`config.mk`:
```
export PLATFORM = sky130hd
export DESIGN_NAME = if_prefetch_unit
export DESIGN_NICKNAME = d
export VERILOG_FILES = /design/src/rtl/riscv_pkg.sv /design/src/rtl/fetch_queue.sv /design/src/rtl/if_prefetch_unit.sv
export SDC_FILE = /design/constraint.sdc
export NUM_CORES = 1
export LEC_CHECK = 0
export CAP_MARGIN = 10
export CORE_ASPECT_RATIO = 0.9
export CORE_MARGIN = 3
export CORE_UTILIZATION = 55
export DETAILED_ROUTE_END_ITERATION = 7
export PLACE_DENSITY = 0.9
export SYNTH_ARGS = -nofsm -noshare
export SYNTH_HDL_FRONTEND = slang
export SYNTH_HIERARCHICAL = 1
export SYNTH_SLANG_ARGS = --single-unit
```
`constraint.sdc`:
```
create_clock -name clk -period 9 [get_ports clk]
set_input_delay 1.8 -clock clk [delete_from_list [all_inputs] [get_ports clk]]
set_output_delay 1.8 -clock clk [all_outputs]
set_load 0.1 [all_outputs]
```
`src/rtl/riscv_pkg.sv`:
```
// Shared RISC-V core types: instruction width, default PC width and reset
// vector, and the {pc, instr} bundle carried from fetch to decode.
package riscv_pkg;

    localparam int ILEN = 32;
    localparam int XLEN_DEFAULT = 64;
    localparam logic [XLEN_DEFAULT-1:0] RESET_PC_DEFAULT = '0;

    typedef struct packed {
        logic [XLEN_DEFAULT-1:0] pc;
        logic [ILEN-1:0]         instr;
    } fetch_entry_t;

endpackage

```
`src/rtl/fetch_queue.sv`:
```
// Prefetch FIFO of fetch_entry_t with wrap-around pointers, a separate
// occupancy counter and a single-cycle flush.
module fetch_queue
    import riscv_pkg::*;
#(
    parameter int DEPTH = 4,
    localparam int AW = $clog2(DEPTH),
    localparam int CW = AW + 1
) (
    input  logic          clk,
    input  logic          reset,
    input  logic          push,
    input  fetch_entry_t  push_data,
    input  logic          pop,
    input  logic          flush,
    output fetch_entry_t  head,
    output logic [CW-1:0] count
);

    fetch_entry_t  mem [DEPTH];
    logic [AW-1:0] rd_ptr;
    logic [AW-1:0] wr_ptr;

    assign head = mem[rd_ptr];

    always_ff @(posedge clk or negedge reset) begin
        if (!reset) begin
            rd_ptr <= '0;
            wr_ptr <= '0;
            count  <= '0;
            for (int i = 0; i < DEPTH; i++) mem[i] <= '0;
        end else if (flush) begin
            rd_ptr <= '0;
            wr_ptr <= '0;
            count  <= '0;
        end else begin
            if (push) begin
                mem[wr_ptr] <= push_data;
                wr_ptr      <= wr_ptr + AW'(1);
            end
            if (pop) rd_ptr <= rd_ptr + AW'(1);
            if (push && !pop) count <= count + CW'(1);
            else if (pop && !push) count <= count - CW'(1);
        end
    end

endmodule

```
`src/rtl/if_prefetch_unit.sv`:
```
// Instruction-fetch front end: credit-limited request issue, stale-response
// dropping on redirect, prefetch queue to decode. IF_PREFETCH_BYPASS_EN adds an empty-queue bypass.
module if_prefetch_unit
    import riscv_pkg::*;
#(
    parameter int XLEN = XLEN_DEFAULT,
    parameter int DEPTH = 4,
    parameter logic [XLEN-1:0] RESET_PC = XLEN'(RESET_PC_DEFAULT),
    localparam int CW = $clog2(DEPTH) + 1
) (
    input  logic            clk,
    input  logic            reset,
    output logic            imem_req_valid,
    input  logic            imem_req_ready,
    output logic [XLEN-1:0] imem_req_addr,
    input  logic            imem_rsp_valid,
    input  logic [31:0]     imem_rsp_data,
    input  logic            redirect_valid,
    input  logic [XLEN-1:0] redirect_pc,
    output logic            dec_valid,
    input  logic            dec_ready,
    output logic [31:0]     dec_instr,
    output logic [XLEN-1:0] dec_pc,
    output logic [CW-1:0]   q_count
);

    localparam logic [CW-1:0] FULL = CW'(DEPTH);

    logic [XLEN-1:0] fetch_pc;
    logic [XLEN-1:0] rsp_pc;
    logic [XLEN-1:0] redir_pc;
    logic [CW-1:0]   inflight;
    logic [CW-1:0]   drop;
    logic [CW:0]     committed;
    logic            accept;
    logic            keep;
    logic            push;
    logic            pop;
    logic            q_empty;
    fetch_entry_t    rsp_entry;
    fetch_entry_t    head;

    assign redir_pc = {redirect_pc[XLEN-1:2], 2'b00};
    assign q_empty  = (q_count == '0);

    // Slots already promised: queued entries plus responses that will be kept.
    assign committed = {1'b0, q_count} + {1'b0, inflight} - {1'b0, drop};

    assign imem_req_valid = reset && !redirect_valid &&
                            (inflight < FULL) && (committed < {1'b0, FULL});
    assign imem_req_addr  = fetch_pc;
    assign accept         = imem_req_valid && imem_req_ready;

    assign keep = imem_rsp_valid && (drop == '0) && !redirect_valid;

    assign rsp_entry.pc    = XLEN_DEFAULT'(rsp_pc);
    assign rsp_entry.instr = imem_rsp_data;

`ifdef IF_PREFETCH_BYPASS_EN
    logic bypass;
    assign bypass    = q_empty && keep;
    assign dec_valid = (!q_empty || keep) && !redirect_valid;
    assign dec_instr = bypass ? imem_rsp_data : head.instr;
    assign dec_pc    = bypass ? rsp_pc : XLEN'(head.pc);
    assign push      = keep && !(bypass && dec_ready);
`else
    assign dec_valid = !q_empty && !redirect_valid;
    assign dec_instr = head.instr;
    assign dec_pc    = XLEN'(head.pc);
    assign push      = keep;
`endif

    assign pop = dec_valid && dec_ready && !q_empty;

    fetch_queue #(
        .DEPTH (DEPTH)
    ) u_queue (
        .clk       (clk),
        .reset     (reset),
        .push      (push),
        .push_data (rsp_entry),
        .pop       (pop),
        .flush     (redirect_valid),
        .head      (head),
        .count     (q_count)
    );

    always_ff @(posedge clk or negedge reset) begin
        if (!reset) begin
            fetch_pc <= RESET_PC;
            rsp_pc   <= RESET_PC;
            inflight <= '0;
            drop     <= '0;
        end else begin
            inflight <= inflight + CW'(accept) - CW'(imem_rsp_valid);
            if (redirect_valid) begin
                fetch_pc <= redir_pc;
                rsp_pc   <= redir_pc;
                drop     <= inflight - CW'(imem_rsp_valid);
            end else begin
                if (accept) fetch_pc <= fetch_pc + XLEN'(4);
                if (keep) rsp_pc <= rsp_pc + XLEN'(4);
                if (imem_rsp_valid && (drop != '0)) drop <= drop - CW'(1);
            end
        end
    end

endmodule
```
== Word level (Yosys, flattened, before mapping) ==
Index checks and enable logic that the tools add are counted.
Cells by class
  add/sub/neg operators: 12
  order comparisons: 5
  muxes and demuxes: 19
  bitwise operators: 3
  reductions and logical operators: 26
Operator list (number)
  $bwmux W384: 1
  $mux W96: 3
  $mux W64: 4
  $bmux W96 S2: 1
  $demux W96 S2: 1
  $add A64 B3 Y64 const B: 2
  $mux W3: 5
  $logic_and A1 B1 Y1: 13
  $mux W2: 4
  $reduce_bool A2 Y1: 4
  $ge A3 B3 Y1 const B: 2
  $logic_not A3 Y1: 2
  $not A2 Y3: 2
  $reduce_bool A3 Y1: 2
  $sub A3 B1 Y3: 2
  $sub A3 B1 Y3 const B: 2
  $add A2 B1 Y2 const B: 2
  $add A3 B3 Y4: 1
  $logic_not A1 Y1: 4
  $lt A4 B3 Y1 const B: 1
  $sub A4 B3 Y4: 1
  $add A3 B1 Y3: 1
  $add A3 B1 Y3 const B: 1
  $lt A3 B1 Y1 const B: 1
  other kinds (3): 3
Word-level totals
  flip-flop bits (word level): 525
  input bits: 102
  output and inout bits: 165

== Longest topological paths before layout ==
  depth after elaboration: 9
  mapped depth: 16
  gate-level depth less buffers: 15

== Modules after synthesis ==
The synthesis kept the hierarchy.
By module, submodules not included
  fetch_queue: instances 1, cells an instance 970, area an instance 17595.6 um^2, seq. area each 9784.4 um^2
  if_prefetch_unit: instances 1, cells an instance 932, area an instance 8227.9 um^2, seq. area each 3253.1 um^2

== Worst setup path before layout ==
No wires, ideal clock.
  kind: input-to-output
  start: in redirect_valid
  end: out dec_valid
  arrival: 3.672 ns
  path slack: 3.528 ns
  stages on the path: 4
  path through: buf_2 -> clkbuf_1 -> clkbuf_1 -> nor2_1
On the way
  cells in the longest elaborated chain, start to end: 2
Ends and longest elaborated chain
  from (decl): line if_prefetch_unit.sv:18  | input logic redirect_valid,
  $logic_not A1 Y1: line if_prefetch_unit.sv:67  | assign dec_valid = !q_empty && !redirect_valid;
  $logic_and A1 B1 Y1: line if_prefetch_unit.sv:67
  to (decl): line if_prefetch_unit.sv:20  | output logic dec_valid,
Every way passes these cells.

== Worst setup path after layout ==
  start: in reset
  end: out imem_req_valid
On the way
  cells in the longest elaborated chain, start to end: 3
Ends and longest elaborated chain
  from (decl): line if_prefetch_unit.sv:12  | input logic reset,
  $logic_and A1 B1 Y1 (2 in a row): line if_prefetch_unit.sv:49  | assign imem_req_valid = reset && !redirect_valid &&
  $logic_and A1 B1 Y1: line if_prefetch_unit.sv:50  | (inflight < FULL) && (committed < {1'b0, FULL});
  to (decl): line if_prefetch_unit.sv:13  | output logic imem_req_valid,
Every way passes these cells.

==> results.txt <==
- Once the clock tree was built, the setup fixing pass inserted 0 buffers.
- Fillcell total: 3131
- Combined area of the multi-input logic cells: 0.0120 mm²
* Path length in cells of the critical path: 5
- The finished cells cover 0.0305 mm².
* Source-to-sink clock delay at the later pin of the worst-skew pair: 620 ps
- Setup violations remaining at the end of the flow were counted as 0.
* Final number of hold-violating endpoints: 0
- Vert. Die Dim: 212 µm
* Power after layout: 9.01 mW
- Counting both buffers and inverters, the worst setup path holds a total of 2.
- Required time worst endpoint: 7200 ps
- Instance count of the mapped netlist: 1902
- Non-Filler Instances: between 2000 and 3000
* Post-synth top area share: 0.505
- For this block, the routed nets add up to 68500 µm of wire.
- Clock transition at the registers of the reported paths: 60 ps
- The via count of the first global-routing pass is 18900.
* Crit-path max FO: 67
- In this run, synthesis produced a sequential element count of 521.
* Post-Synthesis Mean Instance Area: 13.6 µm²
- Detailed-route wire length per cell: 24.7 µm
* Clock period minus worst slack: 6170 ps
- Across all hold checks on the routed design, the worst slack comes to 499 ps.
- In the final layout, the share of cells above drive strength 1 is 0.284.
* Areal power density over the cells: 295 mW/mm²
- The min-delay analysis places its worst path in the category reg2reg.
- Counting flops with a built-in enable in the synthesized netlist gives 0.
- Total gr overflow: 0
- Worst Path Class, Setup: in2out
* F_max: 0.162 GHz
- The routed layout has about 18000 vias.
* Die width: 234 µm
* Termination of the worst setup path: imem_req_valid
* Die area: 0.0496 mm²
- At the worst endpoint, the arrival time is 4370 ps.
- Number of buffers created by CTS: 53
- 267 I/O pins were placed.
- Setup repair after global routing left no endpoint under its margin.
- The first global-routing pass estimated between 100000 and 150000 µm of wire.
* Period utilisation layout: 0.685
* Primary FF master, synth: dfrtp_1
* Stage delay of the slowest cell on the critical path: 1130 ps
- The slowest stage of the critical path belongs to the cell clkdlybuf4s50_1.
- The initial antenna violation count came to 1.
* Launching point of the worst reg2reg path: drop[0]
- Post_cts resized: 0
* Number of hold-repair buffers added at the cts stage: 0
- Summed over all cells, the static leakage comes to 13.8 nW.
- Max-cap violations: 0
- The total area inside the core boundary comes to 0.0459 mm².
- Vias per cell: 6.44
- Tightest slew margin relative to the limit: 0.226
- In the final design database the tool counted 2246 nets.
- Post-synthesis cell type count: 65
* HPWL Detailed: 44500 µm
- TritonCTS built the clock tree.
- Status: completed
- Critical path startpoint: reset
- Pin count of the biggest net entering global routing: 178
- Port buffering added approximately 260 buffers.
- After detailed placement, the total cell area comes to 0.0287 mm².
- Violation count after the first detailed-routing iteration: 1618
- STA classifies the critical path startpoint as a primary input.
- Worst reg2reg setup slack: 5040 ps
* Starting density of the core: 0.562
- For this run, the register share of the synthesized area comes to 0.505.
- Number of warnings issued by yosys: 6
- Ranked by total cell area, the synthesized netlist is headed by dfrtp_1 50%, mux2_2 10%, mux2_4 9.3%.
- Relative to the synthesized area, the layout overhead comes to 18.1%.
- Worst Skew: 35.0 ps
* Number of pins with negative max-slew slack in the final report: 0
- Cell chosen for the clock root: clkbuf_16
* Top cells by count, synth: 521 x dfrtp_1, 231 x mux2_2, 160 x mux2_4
- The worst setup path is captured at an output pin.
- The cell family contributing the most delay on the critical path is buffers and inverters.
* Count of TritonRoute iterations in the first routing pass: 6
* Most used standard cell by instance count after synthesis: dfrtp_1
* Std cell rows: 74
- For the pin with the worst max-slew slack, the measured transition is 1160 ps.
* Worst vdd rail ir drop: 253 µV
- In the final timing run, aggregate negative setup slack is 0 ps.
* Antenna Nets Post-Route: 0
* Drt drc: 0
* Series of cell instances along the critical path: buf_8 > nand4bb_1 > a211oi_4 > or2_2 > clkdlybuf4s50_1
- After synthesis the cells add up to ~0.026 mm².
* Reg2reg end: u_queue/mem[69]
* Combined flip-flop and latch cell area: 0.0130 mm²
- In this run the number of H-tree levels came out at 2.
- GRT Resource Usage Total: 0.279
- The synthesized design spends more area on one cell type than any other, namely dfrtp_1.
* Maximum buffer depth of the clock tree: 3
- CTS Sinks: 521
- Length in cells of the worst reg-to-reg path: 8
* Placed cells: between 2000 and 3000
* Share of flip-flops with an asynchronous set or reset: 1.00
- Routability congestion estimate: 0.928
[kinds of logic (layout without fill, tap and decap cells)]
group | Yosys count | count (layout) | share of synthesized area
adders and majority gates | 19 | 19 | 0.0104
and+or+nand+nor | 483 | 483 | 0.105
xor gates and xnor gates | 44 | 44 | 0.0149
muxes | 493 | 493 | 0.280
buffers and inverters | 160 | 416 | 0.0325
other | 1 | 11 | 0.000145
AOI/OAI and AO/OA | 181 | 181 | 0.0519
DFF | 521 | 521 | 0.505
[routing by layer]
metal / global-route usage / share of wire
met1: 0.379 / 0.40
met2: 0.441 / 0.47
met3: 0.0736 / 0.095
met4: 0.0900 / 0.032
met5: 0 / 0
[power breakdown]
part | leakage, nW | switching (mW) | internal (mW)
Sequential | 6.79 | 0.325 | 2.67
Combinational | 6.18 | 2.62 | 1.14
Clock | 0.872 | 0.960 | 1.30
Total | 13.8 | 3.90 | 5.11
[sequential cells by signal, indices dropped and copies added, names as in the netlist]
register        cells
u_queue/rd_ptr      2
rsp_pc             62
inflight            3
imem_req_addr      62
u_queue/count       3
u_queue/wr_ptr      2
drop                3
u_queue/mem       384
[placed cells by master (no fill, tap or decap), types with 24 or more instances in the layout]
master           instances
a211oi_1                32
clkdlybuf4s50_1        260
nand3_1                 42
clkbuf_16               53
mux2_4                 160
nand4_1                 43
xor2_1                  24
dfrtp_1                519
nor3_1                  41
nor4_1                  30
and3_1                  36
inv_1                   38
nor2_1                  96
nand2_1                 64
a31oi_1                 26
mux4_2                  96
mux2_2                 231
[final cells by class]
cell class,instances,area share
multi-input combinational,1230,0.393
sequential,521,0.428
inverter,40,0.00500
timing repair buffer,279,0.0906
clock inverter,16,0.00714
clock buffer,81,0.0515
antenna,1,0.0000820
tap,608,0.0249
[worst min-delay path by stage]
| stage | startpoint | to | slack [ps] | cells past startpoint |
|---|---|---|---|---|
| 6_report | u_queue/mem[7] | u_queue/mem[7] | 500 | 1 |
| 5_1_grt | u_queue/mem[129] | u_queue/mem[129] | 510 | 1 |
| 4_1_cts | u_queue/mem[140] | u_queue/mem[140] | 500 | 1 |
| 3_5_place_dp | u_queue/mem[36] | u_queue/mem[36] | 490 | 1 |
| 3_3_place_gp | u_queue/mem[109] | u_queue/mem[109] | 480 | 1 |
| 2_1_floorplan | u_queue/mem[127] | u_queue/mem[127] | 470 | 1 |
[per-stage QoR]
step	util	setup WS (ps)
4_1_cts	0.664	2820
3_5_place_dp	0.625	2820
5_1_grt	0.664	2650
6_report	0.664	2830
2_1_floorplan	-	3530
3_3_place_gp	0.625	2870
[worst reg2reg max path: cells and delay by family, from the launching register on]
kind	cells	cell delay (ps)
fa+ha+maj	1	190
mux	1	460
buf+inv	2	770
simple gates	4	2000
flops	1	410
Power figures use the tool's default switching activity.
